**src/rtl/xbar_chain_control.sv**
```systemverilog
// Crossbar configuration controller: shifts a NUM_WORDS x WORD_W image MSB-first into the
// crossbar serial chain on a divided clock, latches it with pclk and captures the returned bits.
module xbar_chain_control #(
    parameter int POSITION  = 0,
    parameter int WORD_W    = 32,
    parameter int NUM_WORDS = 16,
    parameter int CLK_DIV   = 4
) (
    input  logic        ebi_clk,
    input  logic        reset_n,
    input  logic        cmd_bus_enable,
    input  logic        cmd_bus_wr,
    input  logic        re,
    input  logic [15:0] cmd_bus_addr,
    input  logic [31:0] cmd_bus_data,
    output logic [15:0] data_out,
    output logic        xbar_clock,
    output logic        pclk,
    output logic        sin,
    input  logic        sout
);

    localparam int N  = NUM_WORDS * WORD_W;
    localparam int KW = $clog2(N);
    localparam logic [KW-1:0] K_LAST  = KW'(N - 1);
    localparam logic [7:0]    PH_LAST = 8'(CLK_DIV - 1);
    localparam logic [7:0]    POS8    = 8'(POSITION);

    typedef enum logic [1:0] {
        ST_IDLE  = 2'd0,
        ST_SETUP = 2'd1,
        ST_HIGH  = 2'd2,
        ST_LATCH = 2'd3
    } state_t;

    // Images are flat vectors: word 0 sits in the top WORD_W bits, so bit k of the
    // stream is always vector bit N-1-k.
    logic [N-1:0]    r_cfg;
    logic [N-1:0]    r_rb;
    state_t          r_state;
    logic [7:0]      r_phase;
    logic [KW-1:0]   r_k;
    logic            r_xbar_clock;
    logic            r_pclk;
    logic            r_sin;
    logic            r_done;
    logic            r_aborted;
    logic [15:0]     r_data_out;

    logic            w_cs;
    logic [7:0]      w_off;
    logic            w_busy;
    logic            w_cmd_wr;
    logic            w_start;
    logic            w_abort;
    logic            w_cfg_wr;
    logic [KW-1:0]   w_pos;
    logic [KW-1:0]   w_k_next;
    logic [KW-1:0]   w_pos_next;
    logic [WORD_W-1:0] w_rb_word;
    logic [31:0]     w_rb_word32;
    logic [15:0]     w_rd_data;

    assign w_cs       = cmd_bus_enable & (cmd_bus_addr[15:8] == POS8);
    assign w_off      = cmd_bus_addr[7:0];
    assign w_busy     = (r_state != ST_IDLE);
    assign w_cmd_wr   = w_cs & cmd_bus_wr & (w_off == 8'h80);
    assign w_abort    = w_cmd_wr & cmd_bus_data[1];
    assign w_start    = w_cmd_wr & cmd_bus_data[0] & ~cmd_bus_data[1];
    assign w_cfg_wr   = w_cs & cmd_bus_wr & (w_off[7:5] == 3'b000) & ~w_busy;
    assign w_pos      = K_LAST - r_k;
    assign w_k_next   = r_k + KW'(1);
    assign w_pos_next = K_LAST - w_k_next;

    assign data_out   = r_data_out;
    assign xbar_clock = r_xbar_clock;
    assign pclk       = r_pclk;
    assign sin        = r_sin;

    // Read mux: readback halves, ID and status.
    always_comb begin
        w_rb_word = '0;
        w_rd_data = 16'h0000;
        for (int w = 0; w < NUM_WORDS; w++) begin
            w_rb_word = (w_off[5:1] == 5'(w)) ? r_rb[(NUM_WORDS-1-w)*WORD_W +: WORD_W] : w_rb_word;
        end
        w_rb_word32 = 32'(w_rb_word);
        if (w_off[7:6] == 2'b01) begin
            w_rd_data = w_off[0] ? w_rb_word32[31:16] : w_rb_word32[15:0];
        end else if (w_off == 8'h81) begin
            w_rd_data = 16'h7ba3;
        end else if (w_off == 8'h82) begin
            w_rd_data = {13'b0, r_aborted, r_done, w_busy};
        end else begin
            w_rd_data = 16'h0000;
        end
    end

    // Registered read data, cleared in every cycle without a read.
    always_ff @(posedge ebi_clk or negedge reset_n) begin
        if (!reset_n) begin
            r_data_out <= 16'h0000;
        end else begin
            r_data_out <= (w_cs & re) ? w_rd_data : 16'h0000;
        end
    end

    // Configuration image; writes are dropped while a transfer is running.
    always_ff @(posedge ebi_clk or negedge reset_n) begin
        if (!reset_n) begin
            r_cfg <= '0;
        end else if (w_cfg_wr) begin
            for (int w = 0; w < NUM_WORDS; w++) begin
                if (w_off[4:0] == 5'(w)) begin
                    r_cfg[(NUM_WORDS-1-w)*WORD_W +: WORD_W] <= cmd_bus_data[WORD_W-1:0];
                end
            end
        end
    end

    // Transfer FSM with registered chain outputs and readback capture.
    always_ff @(posedge ebi_clk or negedge reset_n) begin
        if (!reset_n) begin
            r_state      <= ST_IDLE;
            r_phase      <= 8'd0;
            r_k          <= '0;
            r_xbar_clock <= 1'b0;
            r_pclk       <= 1'b1;
            r_sin        <= 1'b0;
            r_done       <= 1'b0;
            r_aborted    <= 1'b0;
            r_rb         <= '0;
        end else if (r_state == ST_IDLE) begin
            r_xbar_clock <= 1'b0;
            r_pclk       <= 1'b1;
            r_phase      <= 8'd0;
            if (w_start) begin
                r_state   <= ST_SETUP;
                r_k       <= '0;
                r_sin     <= r_cfg[K_LAST];
                r_done    <= 1'b0;
                r_aborted <= 1'b0;
            end else begin
                r_sin     <= 1'b0;
            end
        end else if (w_abort) begin
            r_state      <= ST_IDLE;
            r_phase      <= 8'd0;
            r_xbar_clock <= 1'b0;
            r_sin        <= 1'b0;
            r_pclk       <= 1'b1;
            r_aborted    <= 1'b1;
        end else begin
            case (r_state)
                ST_SETUP: begin
                    if (r_phase == PH_LAST) begin
                        // sout is taken on the edge that raises xbar_clock, i.e. before the chain shifts.
                        r_phase      <= 8'd0;
                        r_state      <= ST_HIGH;
                        r_xbar_clock <= 1'b1;
                        r_rb[w_pos]  <= sout;
                    end else begin
                        r_phase <= r_phase + 8'd1;
                    end
                end
                ST_HIGH: begin
                    if (r_phase == PH_LAST) begin
                        r_phase      <= 8'd0;
                        r_xbar_clock <= 1'b0;
                        if (r_k == K_LAST) begin
                            r_state <= ST_LATCH;
                            r_pclk  <= 1'b0;
                            r_sin   <= 1'b0;
                        end else begin
                            r_state <= ST_SETUP;
                            r_k     <= w_k_next;
                            r_sin   <= r_cfg[w_pos_next];
                        end
                    end else begin
                        r_phase <= r_phase + 8'd1;
                    end
                end
                ST_LATCH: begin
                    if (r_phase == PH_LAST) begin
                        r_phase <= 8'd0;
                        r_state <= ST_IDLE;
                        r_pclk  <= 1'b1;
                        r_done  <= 1'b1;
                    end else begin
                        r_phase <= r_phase + 8'd1;
                    end
                end
                default: begin
                    r_state      <= ST_IDLE;
                    r_phase      <= 8'd0;
                    r_xbar_clock <= 1'b0;
                    r_pclk       <= 1'b1;
                    r_sin        <= 1'b0;
                end
            endcase
        end
    end

endmodule

```
**config.mk**
```make
export PLATFORM = sky130hd
export DESIGN_NAME = xbar_chain_control
export DESIGN_NICKNAME = d
export VERILOG_FILES = /design/src/rtl/xbar_chain_control.sv
export SDC_FILE = /design/constraint.sdc
export NUM_CORES = 2
export LEC_CHECK = 0
export CORE_MARGIN = 2
export CORE_UTILIZATION = 45
export CTS_CLUSTER_DIAMETER = 50
export DETAILED_ROUTE_END_ITERATION = 10
export PLACE_DENSITY_LB_ADDON = 0.08
export SLEW_MARGIN = 20
export SYNTH_ARGS = -nofsm -noshare
export SYNTH_HDL_FRONTEND = slang
export SYNTH_SLANG_ARGS = --single-unit
```
**constraint.sdc**
```tcl
create_clock -name ebi_clk -period 3.9 [get_ports ebi_clk]
set_clock_uncertainty 0.15 [all_clocks]
set_input_delay 1.17 -clock ebi_clk [delete_from_list [all_inputs] [get_ports ebi_clk]]
set_output_delay 1.17 -clock ebi_clk [all_outputs]
set_load 0.05 [all_outputs]
```
==> flow_summary.ini <==
[run_status]
status = finished, final reports clean

[grt]
grt_pass1_vias = 36077
grtUsageTotal_pct = 28.7
grt_pass1_wl_um = 247000
grt_max_degree = 127
antenna_found_initial = 0
busiest_layer = met2
use_met3_pct = 3.43
met2_usage_pct = 48.4
use_met1_pct = 38.1
overflow = 0

[job]
drv_cap = 0

[critical_path]
cp-end-kind = register
crit_slowest_cell = a2111oi_0
reg2reg_slack_ps = 330
r2r-end = sin
r2r-start = r_k[1]
cp_common_cell = buf_4
ff2ff_path_depth = 10
crit_path_start_kind = input port
cp_max_fo = 7
required_ps = 4340
worstPathArrival_ps = 4150
cp_slowest_stage_delay_ps = 620
critPathKind = in2reg
worstPathCellList = clkdlybuf4s50_1, buf_4, or3_1, nor2_1, buf_4, buf_4, a22oi_1, nand2_1, a2111oi_0, a21oi_1, buf_4, a211oi_1, a311oi_1

[power]
power.density_mw_per_mm2 = 455
p_leak_uw = 0.0285
max-vdd-ir-drop_uv = 433
finalPower_uw = 27900

[synthesis]
ys_seq_area_share_pct = 52.5
synth_fp_nets = 4143
netlist_area_mm2 = 0.0508
synth_edf_count = 0
synth_top_area_cell = dfrtp_1
synth_seq_cells = 1064
yosys-top-cells-count = dfrtp_1, mux2_2, nor2_1
synth-xor-area-share_pct = 0.372
ys.flop_type = dfrtp_1
synth.top_cell.area_share_pct = 52.4
avgSynthCellArea_um2 = 12.4
synthAdderAreaFrac_pct = 0.271
synth.most_common_cell = dfrtp_1
synth_warnings = 0
synthSimpleGateAreaFrac_pct = 9.15
synthTopCellsByArea = dfrtp_1, mux2_2, mux4_2
synth_top_family_by_area = multiplexers
syn_inst = 4078
async_reset_ff_share_pct = 100
synth-compound-area-share_pct = 5.13
synthMuxAreaShare_pct = 29.3
synthDistinctLibCells = 85

[layout]
final_core_util_pct = 54.6
areaGrowthSynthToFinish_pct = 20.7
final_nets = 4419
antennaDiodeCount = 0
layout-drive-gt1-share_pct = 41.7

[clocking]
h-tree-depth = 4
cts-root-buf = clkbuf_16
postCtsHoldBufs = 0
cts_resized = 0
clk_pin_slew_ps = 60
clk_latency_ps = 740
cts_tree = yes
cts_sinks = 1064
post-cts-setup-buffers = 0
cts_made_buffers = 139
clk_path_buf_depth = 3

[floorplanning]
dieArea_mm2 = 0.115
initial_utilization_pct = 45.2
die_y_um = 340
die_w_um = 340
ios = 73
rows = 123
core_mm2 = 0.112

[sta]
rsz0062_at_grt = no
max_freq_mhz = 270
fin_crit_ps = 3710
max_slew.worst_pin.slew_ps = 980
hold_violations = 0
slew_violations = 0
slew_headroom_pct = 34.5
setup_viol = 0
finalCritPeriodShare_pct = 95.0

[drt]
num_vias = 34697
totalWireLength_um = 165000
drtAntennaViolNets = 0
via_per_inst = 5.82
drc = 0
drt_iter0_markers = 2772
wire_per_inst_um = 27.6
first_pass_iters = 6

[place]
hpwl_um = 109000
gp_congestion = 0.891
io_buffers = 72

[worst_hold_path]
hold_class = in2async
[layer usage]
layer,up-vias,wire length (um)
met1,18360,70600
li1,15141,-
met4,0,6370
met3,310,6450
met5,-,0
met2,886,81400
[worst max-delay path, delay by kind of cell]
family	cells	cell delay (ps)
AOI/OAI and AO/OA	5	1390
and+or+nand+nor	3	300
buffers and inverters	5	1280
[metrics by stage]
stage | TNS [ps] | hold slack (ps) | setup slack [ps] | instances | area (um2)
finish | 0 | 199 | 193 | 5959 | 61200
global placement | -54840 | 313 | -484 | 5713 | 56400
CTS | 0 | 167 | 304 | 5959 | 61200
floorplan | 0 | 297 | 524 | 4078 | 50800
detailed placement | -61410 | 323 | -469 | 5713 | 56400
global route | 0 | 193 | 7.15 | 5959 | 61200
[where the power goes]
part	internal [uW]	switching (uW)
logic	1170	2210
registers	11100	71.7
clock network	8320	5020
total	20600	7310
[layout by cell type (no fill, tap or decap), types with 14 or more instances in the layout]
cell type and count:
a31oi_1 15, clkbuf_1 28, a222oi_1 23, clkdlybuf4s50_1 68, clkinv_2 14, clkbuf_8 23, mux2_2 1008, a221oi_1 14
o21ai_0 40, mux2i_1 24, clkbuf_16 149, nor2_1 557, a22oi_1 96, nor2_4 21, nand3_1 94, buf_12 113
dfrtp_1 1062, buf_4 302, nand2_2 14, bufinv_16 14, nand4_1 25, nand2_1 240, nor3_1 18, mux2_1 19
o22ai_1 23, a21oi_1 59, nor2b_1 21, mux4_2 136
[cells by family (layout without fill, tap and decap cells)]
kind of cell,count (synthesis),after routing
mux,1187,1187
simple gates,1068,1068
flops,1064,1064
buf+inv,366,747
compound gates,363,363
xor+xnor,19,19
fa+ha+maj,11,11
[state kept, by name, summed over array words and instances, names as in the netlist]
signal	flops
r_cfg	512
r_rb	512
data_out	16
r_k	9
r_phase	8
r_state	2
pclk	1
r_aborted	1
r_done	1
sin	1
xbar_clock	1
[worst max-delay path by stage]
stage	end	slack (ps)	start	cells past startpoint
6_report	data_out[15]	190	cmd_bus_addr[3]	13
5_1_grt	data_out[13]	7	cmd_bus_addr[3]	12
4_1_cts	data_out[15]	300	cmd_bus_addr[3]	13
3_5_place_dp	data_out[15]	-470	cmd_bus_addr[3]	13
3_3_place_gp	data_out[15]	-480	cmd_bus_addr[5]	13
2_1_floorplan	sin	520	r_k[0]	14
[cell type report]
| cell class | instances | area, um2 |
|---|---|---|
| Tap cell | 1500 | 1880 |
| Timing Repair Buffer | 487 | 5250 |
| Inverter | 14 | 52.6 |
| Clock inverter | 46 | 658 |
| Multi-Input combinational cell | 2648 | 22600 |
| Fill cell | 9377 | 50900 |
| Clock buffer | 200 | 4150 |
| Sequential cell | 1064 | 26600 |
No activity file was read; power rests on OpenSTA's default activity.
